`config.mk`:
```
export PLATFORM = sky130hd
export DESIGN_NAME = tlul_rsp_intg_chk_buf
export DESIGN_NICKNAME = d
export VERILOG_FILES = /design/src/rtl/tlul_rsp_intg_chk_buf.sv
export SDC_FILE = /design/constraint.sdc
export NUM_CORES = 1
export LEC_CHECK = 0
export ABC_AREA = 1
export CORE_MARGIN = 2
export CORE_UTILIZATION = 50
export CTS_CLUSTER_DIAMETER = 50
export CTS_CLUSTER_SIZE = 16
export DETAILED_ROUTE_END_ITERATION = 12
export PLACE_DENSITY_LB_ADDON = 0.25
export SYNTH_ARGS = -nofsm -noshare
export SYNTH_HDL_FRONTEND = slang
export SYNTH_SLANG_ARGS = --single-unit
```
`constraint.sdc`:
```
create_clock -name clk_i -period 12.8 [get_ports clk_i]
set_clock_uncertainty 0.2 [all_clocks]
set_input_delay 1.92 -clock clk_i [delete_from_list [all_inputs] [get_ports clk_i]]
set_output_delay 1.92 -clock clk_i [all_outputs]
set_load 0.01 [all_outputs]
```
`src/rtl/tlul_rsp_intg_chk_buf.sv`:
```
// TL-UL D-channel response buffer: SECDED integrity check on entry, 2-deep FIFO, 1-cycle latency.
// Upstream ready depends only on registered occupancy; beats failing integrity leave with d_error=1 and data zeroed.
`timescale 1ns/1ps
package tlul_rsp_intg_pkg;
  localparam int unsigned D2HRspMaxWidth = 57;
  localparam int unsigned DataMaxWidth   = 32;

  typedef enum logic [2:0] {
    AccessAck     = 3'h0,
    AccessAckData = 3'h1
  } tl_d_op_e;

  typedef struct packed {
    logic [6:0] rsp_intg;
    logic [6:0] data_intg;
  } tl_d_user_t;

  typedef struct packed {
    logic       d_valid;
    tl_d_op_e   d_opcode;
    logic [2:0] d_param;
    logic [1:0] d_size;
    logic [7:0] d_source;
    logic [0:0] d_sink;
    logic [31:0] d_data;
    tl_d_user_t d_user;
    logic       d_error;
    logic       a_ready;
  } tl_d2h_t;

  typedef struct packed {
    tl_d_op_e   opcode;
    logic [1:0] size;
    logic       error;
  } tl_d2h_rsp_intg_t;

  localparam tl_d2h_t TL_D2H_DEFAULT = '{
    d_valid:  1'b0,
    d_opcode: AccessAck,
    d_param:  '0,
    d_size:   '0,
    d_source: '0,
    d_sink:   '0,
    d_data:   '0,
    d_user:   '0,
    d_error:  1'b0,
    a_ready:  1'b1
  };

  function automatic tl_d2h_rsp_intg_t extract_d2h_rsp_intg(input tl_d2h_t tl);
    tl_d2h_rsp_intg_t r;
    r.opcode = tl.d_opcode;
    r.size   = tl.d_size;
    r.error  = tl.d_error;
    return r;
  endfunction

  // Hsiao (64,57) check bits; data occupies the low 57 bits of the codeword.
  function automatic logic [6:0] secded_64_57_chk(input logic [D2HRspMaxWidth-1:0] d);
    logic [6:0] c;
    c[0] = ^(d & 57'h103FFF800007FFF);
    c[1] = ^(d & 57'h17C1FF801FF801F);
    c[2] = ^(d & 57'h1BDE1F87E0781E1);
    c[3] = ^(d & 57'h1DEEE3B8E388E22);
    c[4] = ^(d & 57'h1EF76CDB2C93244);
    c[5] = ^(d & 57'h1F7BB56D5525488);
    c[6] = ^(d & 57'h1FBDDA769A46910);
    return c;
  endfunction
endpackage

module tlul_rsp_intg_chk_buf
  import tlul_rsp_intg_pkg::*;
#(
  parameter bit          EnableRspIntgChk  = 1'b1,
  parameter bit          EnableDataIntgChk = 1'b1,
  parameter int unsigned ErrCntWidth       = 8
) (
  input  logic                   clk_i,
  input  logic                   rst_ni,
  input  tl_d2h_t                tl_i,
  output logic                   d_ready_o,
  output tl_d2h_t                tl_o,
  input  logic                   d_ready_i,
  output logic                   intg_err_o,
  output logic                   intg_err_pulse_o,
  output logic [ErrCntWidth-1:0] err_cnt_o
);

  logic [1:0]             r_count;
  logic                   r_wptr;
  logic                   r_rptr;
  tl_d2h_t                r_mem [2];
  logic [1:0]             r_err;
  logic                   r_err_sticky;
  logic                   r_err_pulse;
  logic [ErrCntWidth-1:0] r_err_cnt;

  logic       w_enq;
  logic       w_deq;
  logic [6:0] w_rsp_chk;
  logic [6:0] w_data_chk;
  logic       w_rsp_err;
  logic       w_data_err;
  logic       w_beat_err;

  assign w_rsp_chk  = secded_64_57_chk(D2HRspMaxWidth'(extract_d2h_rsp_intg(tl_i)));
  assign w_data_chk = secded_64_57_chk(D2HRspMaxWidth'(DataMaxWidth'(tl_i.d_data)));
  assign w_rsp_err  = EnableRspIntgChk  && (w_rsp_chk  != tl_i.d_user.rsp_intg);
  assign w_data_err = EnableDataIntgChk && (w_data_chk != tl_i.d_user.data_intg);
  assign w_beat_err = w_rsp_err | w_data_err;

  assign d_ready_o = (r_count != 2'd2);
  assign w_enq     = tl_i.d_valid & d_ready_o;
  assign w_deq     = tl_o.d_valid & d_ready_i;

  always_ff @(posedge clk_i or negedge rst_ni) begin
    if (!rst_ni) begin
      r_count <= 2'd0;
      r_wptr  <= 1'b0;
      r_rptr  <= 1'b0;
    end else begin
      if (w_enq) r_wptr <= ~r_wptr;
      if (w_deq) r_rptr <= ~r_rptr;
      case ({w_enq, w_deq})
        2'b10:   r_count <= r_count + 2'd1;
        2'b01:   r_count <= r_count - 2'd1;
        default: r_count <= r_count;
      endcase
    end
  end

  // Storage is never observed while empty, so it carries no reset.
  always_ff @(posedge clk_i) begin
    if (w_enq) begin
      r_mem[r_wptr] <= tl_i;
      r_err[r_wptr] <= w_beat_err;
    end
  end

  always_ff @(posedge clk_i or negedge rst_ni) begin
    if (!rst_ni) begin
      r_err_sticky <= 1'b0;
      r_err_pulse  <= 1'b0;
      r_err_cnt    <= '0;
    end else begin
      r_err_pulse <= w_enq & w_beat_err;
      if (w_enq && w_beat_err) begin
        r_err_sticky <= 1'b1;
        if (r_err_cnt != {ErrCntWidth{1'b1}}) r_err_cnt <= r_err_cnt + ErrCntWidth'(1);
      end
    end
  end

  always_comb begin
    tl_o = TL_D2H_DEFAULT;
    if (r_count != 2'd0) begin
      tl_o         = r_mem[r_rptr];
      tl_o.d_valid = 1'b1;
      if (r_err[r_rptr]) begin
        tl_o.d_error = 1'b1;
        tl_o.d_data  = '0;
      end
    end
  end

  assign intg_err_o       = r_err_sticky;
  assign intg_err_pulse_o = r_err_pulse;
  assign err_cnt_o        = r_err_cnt;

endmodule

```
==> run metrics, run 1 <==
pin count of the biggest net entering global routing=69; Max Cap Viol=0; synth top area cells=edfxtp_1 (55%), nand2_1 (19%), dfrtp_1 (4.9%); clock-pin slew on the worst setup and hold paths=0.06 ns; Synth top area share=55.3%; Die W=124 um; Sink Count=146; CP required=10.68 ns; antenna-violating nets left=0; vias in the first global route=5266; Inserted Clock Buffers=17; final net count=1005; Post-CTS Hold Buffers=0; Distinct cells, synth=27; first-pass GRT wire length=24700 um; Post-Route Setup TNS=0 ns; global-route usage over all layers=21.5%; final worst path period share=38.9%; # Post-CTS Setup Buffers=0; Startpoint Class=flop; Iter 0 DRT Violations=357; DRT Wirelength=15900 um; Period minus WS final=4.98 ns; Max H-tree Level=4; Worst Max-Slew Pin Slew=0.914 ns; post_cts resized=0; Power Dens Cells=198 nW/um^2; Setup WS pre-CTS=8.24 ns; CTS Buffer Depth=2; vias=5642; I/O pins=146; Power Total=1860 uW; synthesized instance count=787; RSZ-0062 raised after global routing=false; Setup-failing EPs final=0; drc violations=0; Syn. warnings=0; worst skew pair latency=0.42 ns; PnR worst setup slack=7.82 ns; area leader, netlist=edfxtp_1; Initial Utilization=51.4%; Placer Congestion=0.873; CTS root buf=clkbuf_16; Syn Nets=858; area of the core=13900 um^2; Synth Area per Inst=9.10 um^2; initial antenna violation count=0; Final HPWL DP=10600 um; HP Class=flop to flop; commonest non-fill, non-tap cell in the layout=nand2_1; antenna cell count=0; share of cells above drive strength 1=6.12%; Worst setup EP type=output pin; GRT Residual Overflow=0; DR vias/cell=5.01; drt pass-1 iters=5; fin util=67.3%; Critical Path Fanout Max=68; final hold viol count=0; num rows=43; flops & latches, synth=146; status=finished, final reports clean; Routed wire per std cell=14.1 um; critical path class=flop to output pin; Die Ht=124 um; Final Hold Slack=0.261 ns; mapped cell area=7160 um^2; Final Max Slew Viols=0; worst IR drop on VDD=0.0992 mV; number of buffer cells added on primary ports=145; Seq/Total Area, Yosys=60.2%; area grow syn2layout=30.9%; Slew headroom=39.1%; Max Freq=0.201 GHz; WP data arrival=2.86 ns; cell leakage power=0.00398 uW; DIE AREA=15300 um^2; commonest cells after routing, fill and taps aside=nand2_1 (358), clkdlybuf4s50_1 (145), edfxtp_1 (132), a21oi_1 (66), inv_1 (58); CTS tree=built
==> worst max-delay path, stage by stage (launching register included) <==
cell	delay, ns
dfrtp_2	0.34
buf_4	0.58
mux2i_1	0.38
nand2_1	0.09
buf_4	0.24
a21oi_1	0.20
clkdlybuf4s50_1	0.57
==> metal layers <==
layer  wire [um]  vias up  track usage (%)
li1            -     2868                -
met1        6780     2611             26.0
met2        7960      140             37.5
met3         807       23             4.49
met4         337        0             8.81
met5           0        -                0
==> cell type report <==
cell class	instances	area, um^2
fillers	1101	4560
flip-flops and latches	146	4320
multi-input cells	549	2510
repair buffers	151	1500
clock buffers	20	468
inverters	69	259
well taps	180	225
clock inverters	12	98.8
==> where the power goes <==
part / switching, uW / total, uW / internal [uW]
registers: 37.3 / 686 / 649
clock network: 190 / 474 / 284
logic: 396 / 697 / 301
total: 624 / 1860 / 1230
==> state kept, by name, summed over array words and instances (netlist names) <==
name              count
r_mem               130
err_cnt_o             8
r_count               2
r_err                 2
intg_err_o            1
intg_err_pulse_o      1
r_rptr                1
r_wptr                1
==> metrics by stage <==
stage,instances,cell area (um^2)
after floorplan,787,7160
after global placement,1095,8810
after detailed placement,1095,8810
after CTS,1127,9380
after global routing,1127,9380
final,1127,9380
==> synthesized netlist by cell type <==
library cell / count
a31oi_1: 1
edfxtp_1: 132
buf_1: 3
nand4_1: 9
xnor2_2: 2
a21oi_1: 66
buf_6: 1
nor4_1: 2
nand2_1: 358
nand3b_1: 5
inv_1: 59
o21ai_0: 1
clkbuf_1: 19
ha_1: 2
nand3_1: 40
inv_2: 10
xnor2_1: 17
nand3_2: 2
or2_1: 3
nor2_2: 1
mux2i_1: 1
nor2_1: 18
xor2_1: 18
nor3_1: 1
nand2_2: 1
or2_0: 1
dfrtp_1: 14
==> cells by family after synthesis <==
family                     count (synthesis)  share of synthesized area (%)
buffers and inverters                     92                           4.93
muxes                                      1                          0.140
AOI/OAI and AO/OA                         68                           4.77
and+or+nand+nor                          441                           24.9
DFF                                      146                           60.2
xor gates and xnor gates                  37                           4.73
adders and majority gates                  2                          0.349
==> path summary, 6_finish.rpt <==
path | from | end | slack, ns | depth (start not counted)
hold reg to reg | intg_err_o$_DFFE_PN0P_ | intg_err_o$_DFFE_PN0P_ | 0.26 | 2
max in group asynchronous | rst_ni | r_rptr$_DFFE_PN0P_ | 10.25 | 1
setup / recovery | r_rptr$_DFFE_PN0P_ | tl_o[20] | 7.82 | 6
hold / removal | intg_err_o$_DFFE_PN0P_ | intg_err_o$_DFFE_PN0P_ | 0.26 | 2
setup reg to reg | r_count[0]$_DFFE_PN0P_ | r_mem[1][64]$_DFFE_PP_ | 10.60 | 5
min in group asynchronous | rst_ni | intg_err_o$_DFFE_PN0P_ | 1.70 | 1
(Power assumes the default switching activity.)
==> run 2: changes to the inputs <==
--- a/config.mk
+++ b/config.mk
@@ -7,7 +7,7 @@
 export LEC_CHECK = 0
 export ABC_AREA = 1
 export CORE_MARGIN = 2
-export CORE_UTILIZATION = 50
+export CORE_UTILIZATION = 47
 export CTS_CLUSTER_DIAMETER = 50
 export CTS_CLUSTER_SIZE = 16
 export DETAILED_ROUTE_END_ITERATION = 12
==> constraint.sdc (replaced) <==
create_clock -name clk_i -period 4.03 [get_ports clk_i]
set_clock_uncertainty 0.2 [all_clocks]
set_input_delay 0.6045 -clock clk_i [delete_from_list [all_inputs] [get_ports clk_i]]
set_output_delay 0.6045 -clock clk_i [all_outputs]
set_load 0.01 [all_outputs]
==> run 2 against run 1 <==
Utilization fell by 4.4 points. Worst setup slack worse by 7.2 ns. Global-route usage decreased by 0.54 points. Register-to-register slack got worse by 8.7 ns. Largest cell class unchanged. Highest routed layer unchanged. Combinational power increased to 3.3 times the previous value. Final area is 0.77% higher.
==> run metrics, run 2 (same netlist as run 1, synthesis figures left out) <==
CTS tree=built (unchanged); vias=5601 (was 5642); Max Freq=0.297 GHz; reg-to-reg startpoint=r_count[0]$_DFFE_PN0P_ (unchanged); Placer Congestion=0.844 (was 0.873); final worst path period share=83.5%; met1 Use GR=25.4% (was 26.0%); Initial Utilization=47.6% (was 51.4%); DRT Wirelength=16500 um (was 15900 um); DIE AREA=16200 um^2 (was 15300 um^2); Layout Cells excl Fill=1137 (was 1127); num rows=45 (was 43); worst reg2reg path depth=5 (unchanged); met2 Resource Use GR=36.4% (was 37.5%); Register Area=4320 um^2 (unchanged); Worst setup EP type=output pin (unchanged); Startpoint Class=flop (unchanged); Period minus WS final=3.37 ns; CP required=3.23 ns (was 10.68 ns); Setup-failing EPs final=0 (unchanged); Reg with most FFs=r_mem (unchanged); Fill cells=1213 (was 1101); GRT Residual Overflow=0 (unchanged); M3 GR Usage=5.23% (was 4.49%); antenna cell count=0 (unchanged); worst reg2reg setup slack=1.92 ns (was 10.60 ns); I/O pins=146 (unchanged); DR vias/cell=4.93 (was 5.01); cell leakage power=0.00400 uW (was 0.00398 uW); critical path class=flop to output pin (unchanged); status=finished, final reports clean (unchanged); first-pass GRT wire length=26100 um (was 24700 um); Crit. Startpoint=r_rptr$_DFFE_PN0P_ (unchanged); RSZ-0062 raised after global routing=false (unchanged); vias in the first global route=5386 (was 5266); CTS root buf=clkbuf_16 (unchanged); Sink Count=146 (unchanged); area of the multi-input gates=2510 um^2 (unchanged); commonest non-fill, non-tap cell in the layout=nand2_1 (unchanged); # Post-CTS Setup Buffers=0 (unchanged); Slew headroom=53.9% (was 39.1%); Iter 0 DRT Violations=306 (was 357); hold path depth=2 (unchanged); Worst Max-Slew Pin Slew=0.691 ns (was 0.914 ns); initial antenna violation count=0 (unchanged); Critical Path Fanout Max=32 (was 68); final hold viol count=0 (unchanged); commonest cells after routing, fill and taps aside=nand2_1 (358), clkdlybuf4s50_1 (145), edfxtp_1 (132), a21oi_1 (66), inv_1 (58) (unchanged); Final HPWL DP=11100 um (was 10600 um); Max Cap Viol=0 (unchanged); worst IR drop on VDD=0.279 mV (was 0.0992 mV); worst skew pair latency=0.43 ns (was 0.42 ns); drc violations=0 (unchanged); Worst Setup EP=tl_o[18] (was tl_o[20]); Inserted Clock Buffers=17 (unchanged); busiest metal layer after global routing=met2 (unchanged); Die Ht=127 um (was 124 um); Max H-tree Level=4 (unchanged); Power Dens Cells=633 nW/um^2 (was 198 nW/um^2); area grow syn2layout=31.9% (was 30.9%); CTS Buffer Depth=2 (unchanged); HP Class=flop to flop (unchanged); antenna-violating nets left=0 (unchanged); pin count of the biggest net entering global routing=62 (was 69); drt pass-1 iters=4 (was 5); Final Max Slew Viols=0 (unchanged); global-route usage over all layers=20.9% (was 21.5%); r2r endpoint=r_mem[1][26]$_DFFE_PP_ (was r_mem[1][64]$_DFFE_PP_); number of buffer cells added on primary ports=145 (unchanged); clock-pin slew on the worst setup and hold paths=0.06 ns (about the same); Routed wire per std cell=14.5 um (was 14.1 um); Post-CTS Hold Buffers=0 (unchanged); Die W=127 um (was 124 um); post_cts resized=0 (unchanged); max reg flops=130 (unchanged); area of the core=15000 um^2 (was 13900 um^2); share of cells above drive strength 1=6.22% (was 6.12%); WP data arrival=2.56 ns (was 2.86 ns); Cells after DPL=1105 (was 1095); Post-Route Setup TNS=0 ns (unchanged); final net count=1007 (was 1005)
run 2: cell count changes in the layout (fill, tap and decap cells not counted):
cell and change:
bufinv_16 -1, inv_6 -1, clkbuf_1 +1, buf_12 +2
clkinv_2 -3, inv_4 -3, clkinv_4 +1, clkbuf_8 +6
run 2: per-layer routing:
metal  up-vias  share of wire (%)
met4         0                1.6
met2       134                 50
met5         -                  0
met3        19                5.5
met1      2563                 43
li1       2885                  -
run 2: worst min path at each step:
stage,startpoint,end,slack (ns)
finish,intg_err_o$_DFFE_PN0P_,intg_err_o$_DFFE_PN0P_,0.26
CTS,intg_err_o$_DFFE_PN0P_,intg_err_o$_DFFE_PN0P_,0.27
detailed placement,intg_err_o$_DFFE_PN0P_,intg_err_o$_DFFE_PN0P_,0.25
global placement,intg_err_o$_DFFE_PN0P_,intg_err_o$_DFFE_PN0P_,0.25
global route,intg_err_o$_DFFE_PN0P_,intg_err_o$_DFFE_PN0P_,0.29
floorplan,rst_ni,err_cnt_o[0]$_DFFE_PN0P_,0.11
run 2: through the flow:
step	instance area [um^2]	hold WS [ns]	util, %	total power, uW	setup slack (ns)
CTS	9450	0.269	62.9	6050	0.624
detailed placement	8860	0.254	58.9	4500	0.891
floorplan	7170	0.109	-	3380	0.946
global placement	8860	0.254	58.9	4460	0.959
global route	9450	0.286	62.9	6340	0.520
finish	9450	0.264	62.9	5980	0.664
run 2: worst max-delay path, cell delays in order (launching register included):
cell and delay [ns]:
dfrtp_2 0.37, buf_4 0.33, mux2i_1 0.31, nand2_1 0.08, buf_4 0.24, a21oi_1 0.21
clkdlybuf4s50_1 0.57
run 2: area by class of cell:
class,count,area share (%)
multi-input cells,549,26.6
repair buffers,153,16.3
well taps,188,2.49
clock inverters,5,0.371
clock buffers,27,5.87
inverters,69,2.74
flip-flops and latches,146,45.7
run 2: where the power goes:
| group | internal [uW] | leakage [uW] | switching, uW |
|---|---|---|---|
| Clock | 942 | 0.000296 | 594 |
| Sequential | 2050 | 0.00139 | 118 |
| Combinational | 981 | 0.00231 | 1290 |
